## config.mk

```make
export PLATFORM = sky130hd
export DESIGN_NAME = branch_unit
export DESIGN_NICKNAME = d
export VERILOG_FILES = /design/src/rtl/branch_unit_pkg.sv /design/src/rtl/branch_unit_cmp.sv /design/src/rtl/branch_unit.sv
export SDC_FILE = /design/constraint.sdc
export NUM_CORES = 1
export LEC_CHECK = 0
export ABC_AREA = 1
export CORE_UTILIZATION = 52
export CTS_BUF_LIST = sky130_fd_sc_hd__clkbuf_16
export DETAILED_ROUTE_END_ITERATION = 10
export GPL_ROUTABILITY_DRIVEN = 0
export PLACE_DENSITY = 0.9
export REMOVE_ABC_BUFFERS = 1
export SYNTH_ARGS = -nofsm -noshare
export SYNTH_HDL_FRONTEND = slang
export SYNTH_SLANG_ARGS = --single-unit
```

## constraint.sdc

```tcl
create_clock -name clk -period 5.3 [get_ports clk]
set_input_delay 0.53 -clock clk [delete_from_list [all_inputs] [get_ports clk]]
set_output_delay 0.53 -clock clk [all_outputs]
set_load 0.01 [all_outputs]
```

## src/rtl/branch_unit_pkg.sv

```systemverilog
// Shared B-type funct3 encodings for the branch resolution path.
package f3Br;

    localparam logic [2:0] EQ  = 3'b000;
    localparam logic [2:0] NE  = 3'b001;
    localparam logic [2:0] LT  = 3'b100;
    localparam logic [2:0] GE  = 3'b101;
    localparam logic [2:0] LTU = 3'b110;
    localparam logic [2:0] GEU = 3'b111;

    typedef logic [2:0] funct3_t;

endpackage

```

## src/rtl/branch_unit_cmp.sv

```systemverilog
// Pure combinational branch comparator: evaluates the funct3-selected condition
// and flags the two reserved encodings.
module branch_cmp
    import f3Br::*;
#(
    parameter int XLEN = 32
) (
    input  funct3_t          funct3,
    input  logic [XLEN-1:0]  rs1,
    input  logic [XLEN-1:0]  rs2,
    output logic             cond,
    output logic             reserved
);

    logic w_eq;
    logic w_lt_s;
    logic w_lt_u;

    assign w_eq   = (rs1 == rs2);
    assign w_lt_s = ($signed(rs1) < $signed(rs2));
    assign w_lt_u = (rs1 < rs2);

    // NOTE: both outputs get a default first so no path through the case infers a latch.
    always_comb begin
        cond     = 1'b0;
        reserved = 1'b0;
        case (funct3)
            EQ:      cond = w_eq;
            NE:      cond = ~w_eq;
            LT:      cond = w_lt_s;
            GE:      cond = ~w_lt_s;
            LTU:     cond = w_lt_u;
            GEU:     cond = ~w_lt_u;
            default: reserved = 1'b1;
        endcase
    end

endmodule

```

## src/rtl/branch_unit.sv

```systemverilog
// Execute-stage branch resolution: qualified condition, target/next-pc adders,
// registered last resolution and saturating event counters.
module branch_unit
    import f3Br::*;
#(
    parameter int XLEN  = 32,
    parameter int CNT_W = 32
) (
    input  logic              clk,
    input  logic              rst_n,
    input  logic              branch,
    input  funct3_t           funct3,
    input  logic [XLEN-1:0]   rs1,
    input  logic [XLEN-1:0]   rs2,
    input  logic [XLEN-1:0]   pc,
    input  logic [XLEN-1:0]   imm,
    input  logic              pred_taken,
    output logic              taken,
    output logic [XLEN-1:0]   target,
    output logic [XLEN-1:0]   next_pc,
    output logic              mispredict,
    output logic              illegal,
    output logic              res_valid,
    output logic              res_taken,
    output logic [XLEN-1:0]   res_target,
    output logic [CNT_W-1:0]  br_count,
    output logic [CNT_W-1:0]  taken_count,
    output logic [CNT_W-1:0]  mispred_count
);

    logic            w_cond;
    logic            w_reserved;
    logic [XLEN-1:0] w_pc_plus4;
    logic [2:0]      w_inc;

    logic            r_res_valid;
    logic            r_res_taken;
    logic [XLEN-1:0] r_res_target;
    logic [CNT_W-1:0] r_cnt [3];

    branch_cmp #(.XLEN(XLEN)) u_cmp (
        .funct3   (funct3),
        .rs1      (rs1),
        .rs2      (rs2),
        .cond     (w_cond),
        .reserved (w_reserved)
    );

    // Adders wrap silently modulo 2^XLEN; target is valid even when branch is low.
    assign target     = pc + imm;
    assign w_pc_plus4 = pc + XLEN'(4);

    assign taken      = branch & w_cond & ~w_reserved;
    assign illegal    = branch & w_reserved;
    assign mispredict = branch & (taken ^ pred_taken);
    assign next_pc    = taken ? target : w_pc_plus4;

    // NOTE: sequential state uses non-blocking assignments so every register samples pre-edge values.
    always_ff @(posedge clk or negedge rst_n) begin
        if (!rst_n) begin
            r_res_valid  <= 1'b0;
            r_res_taken  <= 1'b0;
            r_res_target <= '0;
        end else begin
            r_res_valid <= branch;
            if (branch) begin
                r_res_taken  <= taken;
                r_res_target <= next_pc;
            end
        end
    end

    // Counter 0 counts every branch (illegal included), 1 taken, 2 mispredicted.
    assign w_inc = {mispredict, taken, branch};

    for (genvar g = 0; g < 3; g++) begin : g_cnt
        always_ff @(posedge clk or negedge rst_n) begin
            if (!rst_n) begin
                r_cnt[g] <= '0;
            end else if (w_inc[g] && (r_cnt[g] != '1)) begin
                r_cnt[g] <= r_cnt[g] + CNT_W'(1);
            end
        end
    end

    assign res_valid     = r_res_valid;
    assign res_taken     = r_res_taken;
    assign res_target    = r_res_target;
    assign br_count      = r_cnt[0];
    assign taken_count   = r_cnt[1];
    assign mispred_count = r_cnt[2];

endmodule

```

=== Yosys cells after proc, flatten, opt, wreduce, memory -nomap -nowiden ===
Cells that the tools add are included.

* Reduce and logical (&&, ||, !) cells: 5
* Equal/unequal tests: 9
* Order comparisons: 2
* Add/sub/neg operators: 5
* Muxes and demuxes: 3
* Bitwise gates (word level): 8

{| class="wikitable"
|+ Operator list
! operator !! number
|-
| $add A32 B1 Y32 const B || 3
|-
| $ne A32 B32 Y1 const B || 3
|-
| $lt A32 B32 Y1 || 2
|-
| $add A32 B3 Y32 const B || 1
|-
| $add A32 B32 Y32 || 1
|-
| $eq A32 B32 Y1 || 1
|-
| $mux W32 || 1
|-
| $eq A3 B3 Y1 const B || 4
|-
| $pmux W1 S6 || 1
|-
| $reduce_or A6 Y1 || 1
|-
| $and A1 B1 Y1 || 4
|-
| $eq A3 B1 Y1 const B || 1
|-
| $logic_and A1 B1 Y1 || 3
|-
| $logic_not A3 Y1 || 1
|-
| $not A1 Y1 || 3
|-
| $mux W1 || 1
|-
| $xor A1 B1 Y1 || 1
|}

* Register bits after elaboration: 130
* Bits of input ports: 135

=== Logic depth before layout (Yosys ltp) ===
* Depth after elaboration: 8
* Depth in mapped cells: 23
* Depth with buffers taken out: 23

=== Modules after synthesis ===
Synthesis repeated with hierarchy kept, for this count alone.

* Cells, all modules: 1,737
* Area total of the unflattened synthesis: 11,260.8 sq um

{| class="wikitable"
|+ By module, submodules not included
! module !! area an instance (sq um) !! cells an instance !! sequential area each (sq um) !! instances
|-
| branch_unit || 10,264.8 || 1,570 || 3,253.1 || 1
|-
| branch_cmp || 996.0 || 167 || 0.0 || 1
|}

=== Worst setup path before layout ===
Ideal clock, no wire load.

* Path type: in2out
* Start point: in pc[0]
* End point: out next_pc[28]
* Arrival: 2.575 ns
* Cell stages on the path: 15
* Buffers on the path: 0
* Setup slack: 2.195 ns
* Cell sequence: ha_1 -> inv_1 -> fa_1 -> inv_1 -> nand3_1 -> nand2_1 -> nand2_1 -> nand2_1 -> a21oi_1 -> o21ai_0 -> nand4_1 -> nand2_1 -> xor2_1 -> nand2_1 -> nand2_1

* Cells in the longest elaborated chain, start to end: 2
* Elaborated cells between the ends (all ways): 3

{| class="wikitable"
|+ RTL lines
! what !! RTL line !! RTL
|-
| start, declared || branch_unit.sv:15 || <nowiki>input logic [XLEN-1:0] pc,</nowiki>
|-
| $add A32 B32 Y32 || branch_unit.sv:50 || <nowiki>assign target = pc + imm;</nowiki>
|-
| via target[28] || branch_unit.sv:19 || <nowiki>output logic [XLEN-1:0] target,</nowiki>
|-
| $mux W32 || branch_unit.sv:56 || <nowiki>assign next_pc = taken ? target : w_pc_plus4;</nowiki>
|-
| end, declared || branch_unit.sv:20 || <nowiki>output logic [XLEN-1:0] next_pc,</nowiki>
|}

The timed path passes the listed nets, and every way through them passes these cells.

=== Worst setup path after layout ===
* Start point: in pc[13]
* End point: out next_pc[24]

* Cells in the longest elaborated chain, start to end: 2
* Elaborated cells between the ends (all ways): 3

{| class="wikitable"
|+ RTL lines
! what !! RTL line
|-
| $add A32 B3 Y32 or $add A32 B32 Y32 (tied branches) || branch_unit.sv:51, branch_unit.sv:50
|-
| $mux W32 (*) || branch_unit.sv:56
|}

Mark *: on every way between the ends. The rest lies on a longest branch, timed or not.

==> impl_metrics.py <==
metrics = {
    "run_status": {
        "status": "finished, final reports clean",
    },
    "floorplan": {
        "core-area_um2": 20300,
        "rows": 52,
        "pin_count": 332,
        "start_util_pct": 53.2,
        "chipWidth_um": 146,
        "die_area_um2": 21400,
        "die_h_um": 146,
    },
    "cts": {
        "cts_setup_buffers": 0,
        "cts_buffer_depth": 2,
        "cts_buffers": 17,
        "htree_levels": 4,
        "cts_sinks": 130,
        "clkTransAtPathRegs_ps": 60,
        "cts_tree": "built",
        "clock-root-buffer": "clkbuf_16",
        "hold_buffers": 0,
        "cts_resized": 0,
        "insertion_delay_ps": 430,
    },
    "critical_path": {
        "crit_chain": "clkdlybuf4s50_1 -> ha_1 -> a21oi_1 -> o21ai_0 -> a21oi_1 -> nand3_1 -> a21boi_0 -> xor2_1 -> o21ai_1 -> inv_1 -> clkdlybuf4s50_1",
        "slowest_stage": "clkdlybuf4s50_1",
        "path_class": "primary input to primary output",
        "worst_setup_path_start_kind": "primary input",
        "critPathMaxStageDelay_ps": 540,
        "critPathRequiredTime_ps": 4770,
        "cp-end-kind": "primary output",
        "crit_arrival_ps": 4070,
        "crit_fanout": 5,
    },
    "drt": {
        "vias": 12500,
        "dr.first_iter.drc_count": 1147,
        "viasPerCell": 5.74,
        "drt_pre_antenna_iters": 6,
        "wl_mm": 37.0,
        "wl_per_cell_um": 17.0,
        "ant_nets": 0,
        "drc_errors": 0,
    },
    "final_layout": {
        "seqCellArea_um2": 3250,
        "fin_cells": 2169,
        "diodes": 0,
        "nets": 2089,
        "multi_input_area_um2": 6650,
        "area_delta_synth_final_pct": 38.1,
        "layout-drive-gt1-share_pct": 3.26,
        "fill_cells": 1495,
    },
    "placement": {
        "dpl.hpwl_mm": 28.3,
        "place_inst": 2137,
        "port_buffers": 331,
        "pre_cts_ws_ps": 815,
    },
    "synth": {
        "synth-async-reset-ratio_pct": 100,
        "synth_most_common_cell": "nand2_1",
        "synth_top_flop_cell": "dfrtp_1",
        "netlist_instances": 1563,
        "synth_edf_count": 0,
        "synth-seq-cells": 130,
        "synth-seq-area-share_pct": 30.1,
        "synth_area_per_cell_um2": 6.91,
        "synth_cell_types": 44,
        "yosys.area.top_type": "dfrtp_1",
        "synth_warnings": 0,
        "netlist_area_um2": 10800,
        "synth_common_cells": "nand2_1, inv_1, dfrtp_1, nor2_1, xor2_1",
        "synth_top_cells_by_area": "dfrtp_1, nand2_1, xor2_1",
        "synth_top_area_share_pct": 30.1,
    },
    "run": {
        "cap_viol_max_count": 0,
    },
    "timing": {
        "hold_viol_final": 0,
        "period_minus_slack_ps": 4600,
        "fin_worst_skew_ps": 11.7,
        "max_slew.worst_pin.slew_ps": 1100,
        "drv_slew": 0,
        "grt_setup_unrepaired": "no",
        "clock.fmax_mhz": 217,
        "fin_ws_ps": 696,
        "tns_ps": 0,
        "fin_crit_sh_pct": 86.9,
        "max_slew_margin_pct": 26.6,
        "setup_violations": 0,
    },
    "power": {
        "p_per_area_nw_per_um2": 265,
        "leakagePower_nw": 7.05,
        "peakVddDrop_uv": 212,
    },
    "global_routing": {
        "grtUsageTotal_pct": 34.9,
        "grt_pass1_wl_mm": 59.7,
        "grt_overflow_total": 0,
        "grt_max_degree": 78,
        "antenna_found_initial": 0,
        "grt_pass1_vias": 12100,
    },
    "min_path": {
        "hp-class": "primary input to async pin",
    },
}
-- path summary, 6_finish.rpt --
kind                                     start               to  slack [ps]  cells past startpoint
worst max-delay path                    pc[13]      next_pc[24]         700                     11
worst min-delay path                     rst_n  taken_count[17]         110                      1
worst max register to register    br_count[19]     br_count[13]        2260                     12
worst min register to register  res_target[29]   res_target[29]         490                      2
max in group asynchronous                rst_n     br_count[15]        3940                      2
min in group clk                res_target[29]   res_target[29]         490                      2
-- placed cells by master (no fill, tap or decap), types with 3 or more instances in the layout --
cell type	synthesis	layout
nand2_1	477	477
clkdlybuf4s50_1	0	330
inv_1	185	186
dfrtp_1	130	130
nor2_1	128	128
xor2_1	97	97
ha_1	67	67
nand4_1	59	59
nand3_1	53	53
nor3_1	51	51
a21oi_1	48	48
o21ai_0	46	46
xnor2_1	45	45
o21ai_1	37	37
nor4_1	33	33
clkbuf_16	0	17
a31oi_1	13	13
a21o_1	8	8
o211ai_1	7	7
nor2_2	7	7
o21a_1	7	7
buf_4	5	7
clkinv_4	0	6
o21bai_1	4	4
inv_2	3	3
nand4_2	3	3
bufinv_16	0	3
-- power breakdown --
| part | total, mW | switching (mW) | internal, mW |
|---|---|---|---|
| combinational | 1.46 | 0.774 | 0.687 |
| clock | 1.23 | 0.489 | 0.746 |
| sequential | 1.27 | 0.150 | 1.12 |
| total | 3.96 | 1.41 | 2.55 |
-- state kept, by name, summed over array words and instances, names as in the netlist --
register / flops
res_taken: 1
br_count: 32
res_valid: 1
res_target: 32
taken_count: 32
mispred_count: 32
-- metal layers --
| metal | global-route usage (%) | vias up | wire length [µm] |
|---|---|---|---|
| met5 | 0 | - | 0 |
| met4 | 17.1 | 0 | 1660 |
| met3 | 6.69 | 161 | 3770 |
| met2 | 59.0 | 824 | 17600 |
| met1 | 42.5 | 5725 | 13900 |
| li1 | - | 5745 | - |
-- critical path: cells and delay by family --
family          cells  cell delay (ps)
compound gates      5             1430
xor+xnor            1              330
fa+ha+maj           1              430
buf+inv             3             1150
simple gates        1              210
-- logic make-up (layout without fill, tap and decap cells) --
group	Yosys count	after routing	share of synthesized area, %
AO/OA/AOI/OAI	176	176	9.10
AND/OR/NAND/NOR	824	824	33.0
adder cells (fa/ha/maj)	68	68	7.94
buffers and inverters	223	559	8.34
XOR/XNOR	142	142	11.5
flip-flops	130	130	30.1
-- final cells by class --
class | instances | share of cell area [%]
multi-input combinational | 1210 | 44.6
timing repair buffer | 338 | 22.6
sequential | 130 | 21.8
inverter | 189 | 4.75
clock buffer | 17 | 2.85
tap | 270 | 2.26
clock inverter | 15 | 1.23
-- through the flow --
step / hold slack [ps] / utilization (%) / power (mW) / cell area, µm²
2_1_floorplan: 234 / - / 1.92 / 10600
3_3_place_gp: 465 / 70.5 / 2.67 / 14300
3_5_place_dp: 468 / 70.5 / 2.70 / 14300
4_1_cts: 168 / 73.6 / 3.95 / 14900
5_1_grt: 184 / 73.6 / 4.14 / 14900
6_report: 115 / 73.6 / 3.96 / 14900
Note: power is estimated with default switching activity, not from simulation.
